### src/rtl/match_dispatcher_pkg.sv
// match_dispatcher_pkg
// Shared constants and types for the match dispatcher and its downstream
// consumer (laggy_prefix):
//   DEF_BITMASK_WIDTH - default fiber bitmask width in bits
//   DEF_WEIGHT_WIDTH  - default width of one compressed weight
//   disp_state_e      - dispatcher FSM state encoding
package match_dispatcher_pkg;

  localparam int DEF_BITMASK_WIDTH = 16;
  localparam int DEF_WEIGHT_WIDTH  = 8;

  typedef enum logic [1:0] {
    ST_IDLE = 2'd0,
    ST_SCAN = 2'd1,
    ST_DONE = 2'd2
  } disp_state_e;

endpackage : match_dispatcher_pkg

### src/rtl/match_dispatcher_fast_prefix_popcount.sv
// fast_prefix_popcount
// Combinational count of the set bits of bits_i strictly below position
// pos_i. This is the compressed-storage index of the weight that belongs to
// bit pos_i of a sparse bitmask.
// Ports:
//   bits_i  [BITMASK_WIDTH-1:0]         nonzero-weight bitmask
//   pos_i   [clog2(BITMASK_WIDTH)-1:0]  bit position of interest
//   count_o [clog2(BITMASK_WIDTH)-1:0]  popcount(bits_i & ((1<<pos_i)-1))
module fast_prefix_popcount
  import match_dispatcher_pkg::*;
#(
  parameter int BITMASK_WIDTH = DEF_BITMASK_WIDTH
) (
  input  logic [BITMASK_WIDTH-1:0]         bits_i,
  input  logic [$clog2(BITMASK_WIDTH)-1:0] pos_i,
  output logic [$clog2(BITMASK_WIDTH)-1:0] count_o
);

  localparam int PW = $clog2(BITMASK_WIDTH);

  logic [BITMASK_WIDTH-1:0] below_s;
  logic [PW-1:0]            acc_s;

  // Thermometer mask of positions below pos_i, applied to the bitmask.
  always_comb begin
    below_s = {BITMASK_WIDTH{1'b0}};
    for (int i = 0; i < BITMASK_WIDTH; i++) begin
      below_s[i] = bits_i[i] & (PW'(i) < pos_i);
    end
  end

  // Population count of the masked bits. At most BITMASK_WIDTH-1 bits can be
  // set below any position, so PW bits never overflow, even for the MSB.
  always_comb begin
    acc_s = {PW{1'b0}};
    for (int i = 0; i < BITMASK_WIDTH; i++) begin
      acc_s = acc_s + {{(PW-1){1'b0}}, below_s[i]};
    end
  end

  assign count_o = acc_s;

endmodule : fast_prefix_popcount

### src/rtl/match_dispatcher.sv
// match_dispatcher
// Intersects a spike bitmask (fiber A) with a nonzero-weight bitmask
// (fiber B) and emits one match per cycle in ascending bit order, together
// with the compressed B weight for that position. Emission stalls while the
// downstream FIFO is full.
// Ports:
//   clk, rst          clock, asynchronous active-high reset
//   load_valid/ready  fiber-pair load handshake (ready only in IDLE)
//   bitmask_a/b       fiber A spike mask, fiber B nonzero mask
//   weights_b         compressed B weights, entry k at [k*W +: W]
//   fifo_full         downstream backpressure
//   and_result        latched A & B
//   bitmask_a_out     latched A
//   matched_position  bit index of the emitted match
//   matched_weight    B weight of the emitted match
//   valid_match       one-cycle strobe per match
//   done              one-cycle pulse once the pair is exhausted
//   match_count       matches emitted for the current pair
module match_dispatcher
  import match_dispatcher_pkg::*;
#(
  parameter int BITMASK_WIDTH = DEF_BITMASK_WIDTH,
  parameter int WEIGHT_WIDTH  = DEF_WEIGHT_WIDTH
) (
  input  logic                              clk,
  input  logic                              rst,
  input  logic                              load_valid,
  output logic                              load_ready,
  input  logic [BITMASK_WIDTH-1:0]          bitmask_a,
  input  logic [BITMASK_WIDTH-1:0]          bitmask_b,
  input  logic [BITMASK_WIDTH*WEIGHT_WIDTH-1:0] weights_b,
  input  logic                              fifo_full,
  output logic [BITMASK_WIDTH-1:0]          and_result,
  output logic [BITMASK_WIDTH-1:0]          bitmask_a_out,
  output logic [$clog2(BITMASK_WIDTH)-1:0]  matched_position,
  output logic [WEIGHT_WIDTH-1:0]           matched_weight,
  output logic                              valid_match,
  output logic                              done,
  output logic [$clog2(BITMASK_WIDTH):0]    match_count
);

  localparam int PW = $clog2(BITMASK_WIDTH);
  localparam int CW = PW + 1;
  localparam logic [BITMASK_WIDTH-1:0] ONE_M = {{(BITMASK_WIDTH-1){1'b0}}, 1'b1};
  localparam logic [CW-1:0]            ONE_C = {{(CW-1){1'b0}}, 1'b1};

  disp_state_e                       state_q;
  logic [BITMASK_WIDTH-1:0]          remaining_q;
  logic [BITMASK_WIDTH-1:0]          bitmask_b_q;
  logic [BITMASK_WIDTH*WEIGHT_WIDTH-1:0] weights_q;
  logic                              load_ready_q;
  logic [BITMASK_WIDTH-1:0]          and_result_q;
  logic [BITMASK_WIDTH-1:0]          bitmask_a_q;
  logic [PW-1:0]                     matched_position_q;
  logic [WEIGHT_WIDTH-1:0]           matched_weight_q;
  logic                              valid_match_q;
  logic                              done_q;
  logic [CW-1:0]                     match_count_q;

  logic [PW-1:0]                     lsb_pos_d;
  logic [PW-1:0]                     prefix_cnt_d;
  logic [WEIGHT_WIDTH-1:0]           weight_sel_d;

  // Lowest-set-bit priority encoder over the remaining mask; scanning from
  // the MSB down lets the lowest set bit win the final assignment.
  always_comb begin
    lsb_pos_d = {PW{1'b0}};
    for (int i = BITMASK_WIDTH - 1; i >= 0; i--) begin
      lsb_pos_d = remaining_q[i] ? PW'(i) : lsb_pos_d;
    end
  end

  fast_prefix_popcount #(
    .BITMASK_WIDTH (BITMASK_WIDTH)
  ) u_prefix (
    .bits_i  (bitmask_b_q),
    .pos_i   (lsb_pos_d),
    .count_o (prefix_cnt_d)
  );

  // Weight mux: select compressed entry prefix_cnt_d.
  always_comb begin
    weight_sel_d = {WEIGHT_WIDTH{1'b0}};
    for (int k = 0; k < BITMASK_WIDTH; k++) begin
      weight_sel_d = (prefix_cnt_d == PW'(k)) ? weights_q[k*WEIGHT_WIDTH +: WEIGHT_WIDTH]
                                              : weight_sel_d;
    end
  end

  // Dispatcher FSM with all outputs registered.
  always_ff @(posedge clk or posedge rst) begin
    if (rst) begin
      state_q            <= ST_IDLE;
      remaining_q        <= {BITMASK_WIDTH{1'b0}};
      bitmask_b_q        <= {BITMASK_WIDTH{1'b0}};
      weights_q          <= {(BITMASK_WIDTH*WEIGHT_WIDTH){1'b0}};
      load_ready_q       <= 1'b1;
      and_result_q       <= {BITMASK_WIDTH{1'b0}};
      bitmask_a_q        <= {BITMASK_WIDTH{1'b0}};
      matched_position_q <= {PW{1'b0}};
      matched_weight_q   <= {WEIGHT_WIDTH{1'b0}};
      valid_match_q      <= 1'b0;
      done_q             <= 1'b0;
      match_count_q      <= {CW{1'b0}};
    end else begin
      // Strobes default low; they are raised only for the cycle they qualify.
      valid_match_q <= 1'b0;
      done_q        <= 1'b0;
      case (state_q)
        ST_IDLE: begin
          // load_ready_q is high throughout IDLE, so load_valid alone
          // completes the handshake here.
          if (load_valid) begin
            state_q       <= ST_SCAN;
            load_ready_q  <= 1'b0;
            bitmask_a_q   <= bitmask_a;
            bitmask_b_q   <= bitmask_b;
            weights_q     <= weights_b;
            remaining_q   <= bitmask_a & bitmask_b;
            and_result_q  <= bitmask_a & bitmask_b;
            match_count_q <= {CW{1'b0}};
          end else begin
            state_q      <= ST_IDLE;
            load_ready_q <= 1'b1;
          end
        end
        ST_SCAN: begin
          if (remaining_q == {BITMASK_WIDTH{1'b0}}) begin
            state_q <= ST_DONE;
            done_q  <= 1'b1;
          end else if (!fifo_full) begin
            matched_position_q <= lsb_pos_d;
            matched_weight_q   <= weight_sel_d;
            valid_match_q      <= 1'b1;
            // Clear the lowest set bit.
            remaining_q        <= remaining_q & (remaining_q - ONE_M);
            match_count_q      <= match_count_q + ONE_C;
          end else begin
            state_q <= ST_SCAN;
          end
        end
        ST_DONE: begin
          state_q      <= ST_IDLE;
          load_ready_q <= 1'b1;
        end
        default: begin
          state_q      <= ST_IDLE;
          load_ready_q <= 1'b1;
        end
      endcase
    end
  end

  assign load_ready       = load_ready_q;
  assign and_result       = and_result_q;
  assign bitmask_a_out    = bitmask_a_q;
  assign matched_position = matched_position_q;
  assign matched_weight   = matched_weight_q;
  assign valid_match      = valid_match_q;
  assign done             = done_q;
  assign match_count      = match_count_q;

endmodule : match_dispatcher

### config.mk
export PLATFORM = sky130hd
export DESIGN_NAME = match_dispatcher
export DESIGN_NICKNAME = d
export VERILOG_FILES = /design/src/rtl/match_dispatcher_pkg.sv /design/src/rtl/match_dispatcher_fast_prefix_popcount.sv /design/src/rtl/match_dispatcher.sv
export SDC_FILE = /design/constraint.sdc
export NUM_CORES = 1
export LEC_CHECK = 0
export BUFFER_PORTS_ARGS = -buffer_cell sky130_fd_sc_hd__buf_2
export CAP_MARGIN = 5
export CORE_ASPECT_RATIO = 0.8
export CORE_UTILIZATION = 59
export DETAILED_ROUTE_END_ITERATION = 16
export PLACE_DENSITY_LB_ADDON = 0.25
export SYNTH_ARGS = -nofsm -noshare
export SYNTH_HDL_FRONTEND = slang
export SYNTH_SLANG_ARGS = --single-unit
### constraint.sdc
create_clock -name clk -period 13.25 [get_ports clk]
set_clock_uncertainty 0.05 [all_clocks]
set_input_delay 2.65 -clock clk [delete_from_list [all_inputs] [get_ports clk]]
set_output_delay 2.65 -clock clk [all_outputs]
set_load 0.05 [all_outputs]
[Word-level counts from Yosys, hierarchy flattened]
Cells that the tools add are included.
Widths: inputs -> output; s select.
Cells by class
  add/subtract/negate cells: 17
  order comparisons: 16
  equal/unequal tests: 20
  multiplexer cells: 51
  bitwise gates (word level): 20
  reductions and logical operators: 7
Operators by type and width (number)
  $mux 8: 16
  $mux 4: 16
  $add 4x1->4: 14
  $mux 16: 3
  $and 16x16->16: 2
  $eq 4x4->1 const B: 8
  $lt 4x4->1 const A: 8
  $pmux 16 s2: 1
  $and 1x1->1: 16
  $eq 4x3->1 const B: 4
  $logic_not 16->1: 1
  $lt 3x4->1 const A: 4
  $sub 16x1->16 const B: 1
  $mux 5: 3
  $pmux 5 s2: 1
  $eq 4x2->1 const B: 2
  $lt 1x4->1 const A: 2
  $lt 2x4->1 const A: 2
  $mux 1: 7
  $ne 2x2->1 const B: 3
  $add 5x1->5 const B: 1
  $eq 4x1->1 const B: 1
  $logic_not 4->1: 1
  $mux 2: 2
  other kinds (11): 12
Storage, ports and cells
  flip-flop bits (word level): 214
  input port bits: 164
  word-level logic and storage cells: 143

[Longest topological paths before layout]
  depth in word-level cells: 50
  gate-level depth with buffers: 26

[By module]
Synthesis repeated with hierarchy kept, for this count alone.
Second synthesis, totals
  cell total of the unflattened synthesis: 1160
  area, all modules: 10158.5 sq um
Modules (own cells, without submodules)
  match_dispatcher: times used 1, cells an instance 1106, area an instance 9694.3 sq um, seq. area each 5356.4 sq um
  fast_prefix_popcount: times used 1, cells an instance 54, area an instance 464.2 sq um, seq. area each 0.0 sq um

[Least setup slack after synthesis]
OpenSTA, ideal clock, no wires.
  kind: reg-to-reg
  start point: register remaining_q[11]
  end point: register matched_weight_q[4], in the netlist matched_weight[4]
  arrival time: 6037 ps
  required time: 13076 ps
  setup slack: 7040 ps
  stages on the path, launching flop included: 25
  cells stage by stage: dfrtp_1 or4_1 nor2_1 o21ai_0 o21a_1 ha_1 inv_1 fa_1 inv_1 fa_1 fa_1 inv_1 fa_1 inv_1 ha_1 inv_1 fa_1 buf_2 buf_1 mux2i_1 nor2_1 a311oi_1 a21oi_1 a21oi_1 a21oi_1
On the way
  word-level cells in the longest chain between the ends: 46
  elaborated cells between the ends (all ways): 94
Ends and longest elaborated chain
  start: declaration: RTL line match_dispatcher.sv:48  | logic [BITMASK_WIDTH-1:0] remaining_q;
  start signal: assignment: RTL line match_dispatcher.sv:94  | remaining_q <= {BITMASK_WIDTH{1'b0}};
  start signal: assignment: RTL line match_dispatcher.sv:119  | remaining_q <= bitmask_a & bitmask_b;
  start signal: assignment: RTL line match_dispatcher.sv:136  | remaining_q <= remaining_q & (remaining_q - ONE_M);
  $mux 4 (12 in series): RTL line match_dispatcher.sv:69  | lsb_pos_d = remaining_q[i] ? PW'(i) : lsb_pos_d;
  $lt 1x4->1: RTL line match_dispatcher_fast_prefix_popcount.sv:28  | below_s[i] = bits_i[i] & (PW'(i) < pos_i);
  $and 1x1->1: RTL line match_dispatcher_fast_prefix_popcount.sv:28
  $add 1x1->2: RTL line match_dispatcher_fast_prefix_popcount.sv:37  | acc_s = acc_s + {{(PW-1){1'b0}}, below_s[i]};
  $add 4x1->4 (14 in series): RTL line match_dispatcher_fast_prefix_popcount.sv:37
  $logic_not 4->1: RTL line match_dispatcher.sv:85  | weight_sel_d = (prefix_cnt_d == PW'(k)) ? weights_q[k*WEIGHT_WIDTH +: WEIGHT_WIDTH]
  $mux 8 (16 in series): RTL line match_dispatcher.sv:85
  end signal: assignment: RTL line match_dispatcher.sv:101  | matched_weight_q <= {WEIGHT_WIDTH{1'b0}};
  end signal: assignment: RTL line match_dispatcher.sv:133  | matched_weight_q <= weight_sel_d;
  end: declaration: RTL line match_dispatcher.sv:55  | logic [WEIGHT_WIDTH-1:0] matched_weight_q;
Several ways; a longest one is shown, not always the timed one.
A chain may end at the register's enable or synchronous reset.

[Final worst setup path]
  start point: register remaining_q[11]
  end point: register matched_weight_q[0], in the netlist matched_weight[0]
Same word-level chain as after synthesis.

==> results.sh <==
export IMPL_period_minus_slack_ns=7.04
export IMPL_first_iter_violations=798
export IMPL_worstReg2RegEnd="matched_weight[0]$_DFFE_PP0P_"
export IMPL_yosysWarnings=0
export IMPL_syn_area_per_cell_um2=8.97
export IMPL_maxSlewViolCount=0
export IMPL_crit_family="adder cells"
export IMPL_cp_required_ns=13.57
export IMPL_num_fill_cells=1331
export IMPL_post_route_period_util_pct=53.1
export IMPL_cts_tree="built"
export IMPL_critPathKind="flip-flop to flip-flop"
export IMPL_synth_main_ff_cell="dfrtp_1"
export IMPL_cp_end_kind="flip-flop"
export IMPL_port_buffers=215
export IMPL_antenna_found_initial=0
export IMPL_max_freq_ghz=0.142
export IMPL_path_cells="or4_1 > nor2_1 > o21ai_0 > o21a_1 > ha_1 > inv_1 > fa_1 > inv_1 > fa_1 > fa_1 > inv_1 > fa_1 > inv_1 > ha_2 > inv_1 > fa_2 > buf_4 > nor2_1 > a222oi_1 > o31ai_1 > o22a_1"
export IMPL_drv_cap=0
export IMPL_arrival_ns=7.36
export IMPL_insertion_delay_ns=0.49
export IMPL_synth_edf_count=0
export IMPL_grt_max_degree=191
export IMPL_fp_coreArea_mm2=0.0166
export IMPL_drive_above_1_share_pct=22.7
export IMPL_areaGrowthSynthToFinish_pct=18.5
export IMPL_tns_ns=0
export IMPL_num_antenna_cells=0
export IMPL_rsz0062_at_grt="no"
export IMPL_h_tree_depth=1
export IMPL_grt_overflow_total=0
export IMPL_hold_end="bitmask_a_out[15]$_DFFE_PP0P_"
export IMPL_min_from="bitmask_a_out[15]$_DFFE_PP0P_"
export IMPL_clockBufferDepth=3
export IMPL_antenna_left=0
export IMPL_rrSetupSlack_ns=6.21
export IMPL_grt_pass1_wl_mm=40.8
export IMPL_rows=42
export IMPL_die_w_um=147
export IMPL_ys_seq_area_share_pct=53.5
export IMPL_synthCells=1112
export IMPL_cts_root_buf="clkbuf_16"
export IMPL_die_h_um=118
export IMPL_grt_use_total_pct=29.8
export IMPL_tightest_slew_ns=1.23
export IMPL_synth_fp_nets=1292
export IMPL_clkTransAtPathRegs_ns=0.06
export IMPL_hpwl_mm=16.9
export IMPL_hold_violations=0
export IMPL_viasPerCell=5.49
export IMPL_cts_hold_buf=0
export IMPL_num_io_pins=216
export IMPL_status="complete, no violations"
export IMPL_cp_slowest_cell="or4_1"
export IMPL_initial_core_util_pct=60.2
export IMPL_hold_path_class="flip-flop to flip-flop"
export IMPL_nets=1478
export IMPL_grt_pass1_vias=8008
export IMPL_path_common_cell="inv_1"
export IMPL_reg2reg_depth=21
export IMPL_start_kind="flip-flop"
export IMPL_ys_seq_elements=213
export IMPL_critPathBufInv=6
export IMPL_routed_wl_mm=24.8
export IMPL_ctsResizeCount=0
export IMPL_setup_violations=0
export IMPL_stdcell_count=1532
export IMPL_detailroute_via_count=8409
export IMPL_path_max_fanout=46
export IMPL_gp_congestion=0.918
export IMPL_cts_sinks=213
export IMPL_worst_path_largest_cell_delay_ns=0.63
export IMPL_place_inst=1495
export IMPL_async_reset_ff_share_pct=100
export IMPL_cts_buffers_inserted=21
export IMPL_wl_per_cell_um=16.2
export IMPL_relSlewSlack_pct=18.1
export IMPL_synth_distinct_cells=69
export IMPL_cts_setup_buffers=0
export IMPL_dr_pass1_iters=5
export IMPL_drc_errors=0
export IMPL_dieArea_mm2=0.0174
export IMPL_worst_r2r_startpoint="remaining_q[11]$_DFFE_PP0P_"
export IMPL_whs_path_depth=2
export IMPL_synth_area_mm2=0.00997
-- cells by family (layout without fill, tap and decap cells) --
logic type / count (synthesis) / after routing / share of synthesized area [%]
and+or+nand+nor: 664 / 664 / 26.8
DFF: 213 / 213 / 53.5
AOI/OAI and AO/OA: 95 / 95 / 6.64
buffers and inverters: 79 / 279 / 3.38
muxes: 38 / 38 / 6.29
adders and majority gates: 16 / 16 / 2.69
xor gates and xnor gates: 7 / 7 / 0.766
-- how the worst max path moves through the flow --
stage                                            from                       endpoint  slack, ns  cells after the start
after floorplan                                   rst      and_result[0]$_DFFE_PP0P_       4.73                      1
after global placement    remaining_q[11]$_DFFE_PP0P_  matched_weight[0]$_DFFE_PP0P_       6.44                     21
after detailed placement  remaining_q[11]$_DFFE_PP0P_  matched_weight[1]$_DFFE_PP0P_       6.31                     22
after CTS                 remaining_q[11]$_DFFE_PP0P_  matched_weight[1]$_DFFE_PP0P_       6.28                     22
after global routing      remaining_q[11]$_DFFE_PP0P_  matched_weight[3]$_DFFE_PP0P_       5.78                     23
final                     remaining_q[11]$_DFFE_PP0P_  matched_weight[0]$_DFFE_PP0P_       6.21                     21
-- layout make-up --
class                      count  area (µm²)  share of cell area [%]
multi-input combinational    820        4320                    36.6
sequential                   213        5330                    45.1
inverter                      22        92.6                   0.783
timing repair buffer         220        1110                    9.42
tap                          220         275                    2.33
clock inverter                 4        70.1                   0.593
clock buffer                  33         611                    5.17
-- layer usage --
metal | part of all wire (%) | routed length [µm] | vias to the layer above | global-route usage (%)
met2 | 42 | 10400 | 348 | 42.3
met3 | 8.2 | 2030 | 33 | 5.02
met4 | 2.0 | 496 | 0 | 6.44
met5 | 0 | 0 | - | 0
li1 | - | - | 3986 | -
met1 | 48 | 11800 | 4042 | 48.0
-- metrics by stage --
| stage | utilization, % | cell area (µm²) | setup slack (ns) | hold slack [ns] |
|---|---|---|---|---|
| floorplan | - | 9970 | 4.73 | 0.387 |
| global placement | 67.3 | 11100 | 6.44 | 0.402 |
| detailed placement | 67.3 | 11100 | 6.31 | 0.405 |
| CTS | 71.4 | 11800 | 6.28 | 0.421 |
| global route | 71.4 | 11800 | 5.78 | 0.437 |
| finish | 71.4 | 11800 | 6.21 | 0.418 |
-- synth_stat cells (7+ instances only) --
library cell | n | area [µm²]
nand2_1 | 556 | 2090
dfrtp_1 | 212 | 5310
nor2_1 | 40 | 150
clkbuf_1 | 35 | 131
a21oi_1 | 28 | 140
nand3_1 | 23 | 115
inv_1 | 21 | 78.8
mux4_2 | 19 | 428
o21ai_0 | 16 | 80.1
mux2i_1 | 12 | 120
buf_2 | 9 | 45.0
fa_1 | 9 | 180
nor3_1 | 8 | 40.0
and3_1 | 7 | 43.8
buf_1 | 7 | 26.3
ha_1 | 7 | 87.6
mux2_2 | 7 | 78.8
-- worst register-to-register path: stages (launching register included) --
cell and delay (ns):
dfrtp_1 0.45, or4_1 0.63, nor2_1 0.34, o21ai_0 0.27, o21a_1 0.24, ha_1 0.27
inv_1 0.05, fa_1 0.53, inv_1 0.06, fa_1 0.50, fa_1 0.54, inv_1 0.05
fa_1 0.46, inv_1 0.07, ha_2 0.17, inv_1 0.05, fa_2 0.51, buf_4 0.51
nor2_1 0.30, a222oi_1 0.56, o31ai_1 0.12, o22a_1 0.20
-- flip-flops by register name, summed over array words and instances, names as in the netlist --
signal	flops
bitmask_b_q	15
load_ready	1
matched_position	4
matched_weight	8
bitmask_a_out	16
valid_match	1
weights_q	128
done	1
match_count	5
and_result	16
remaining_q	16
state_q	2
-- cells in the final DEF (no fill, tap or decap), types with 3 or more instances in the layout --
master,n
buf_4,5
o21ai_0,16
nor2b_1,3
nor4_1,3
nand2b_1,4
nand3_1,23
clkbuf_8,4
a21o_1,3
fa_1,8
mux2_2,7
a31oi_1,5
a22oi_1,3
dfrtp_1,212
nor3_1,8
mux4_2,19
and3_1,7
a21oi_1,28
a211oi_1,4
ha_1,6
nor2_1,40
buf_2,215
a22o_1,4
xor2_1,4
mux2i_1,12
nand4_1,4
nand2_1,556
a2bb2oi_1,3
a221oi_1,4
clkbuf_16,21
or4_1,3
inv_1,20
clkbuf_1,8
Power is left out: the tool's default activity adds up to more than one toggle a clock period on the data nets, which glitch-free logic cannot reach.
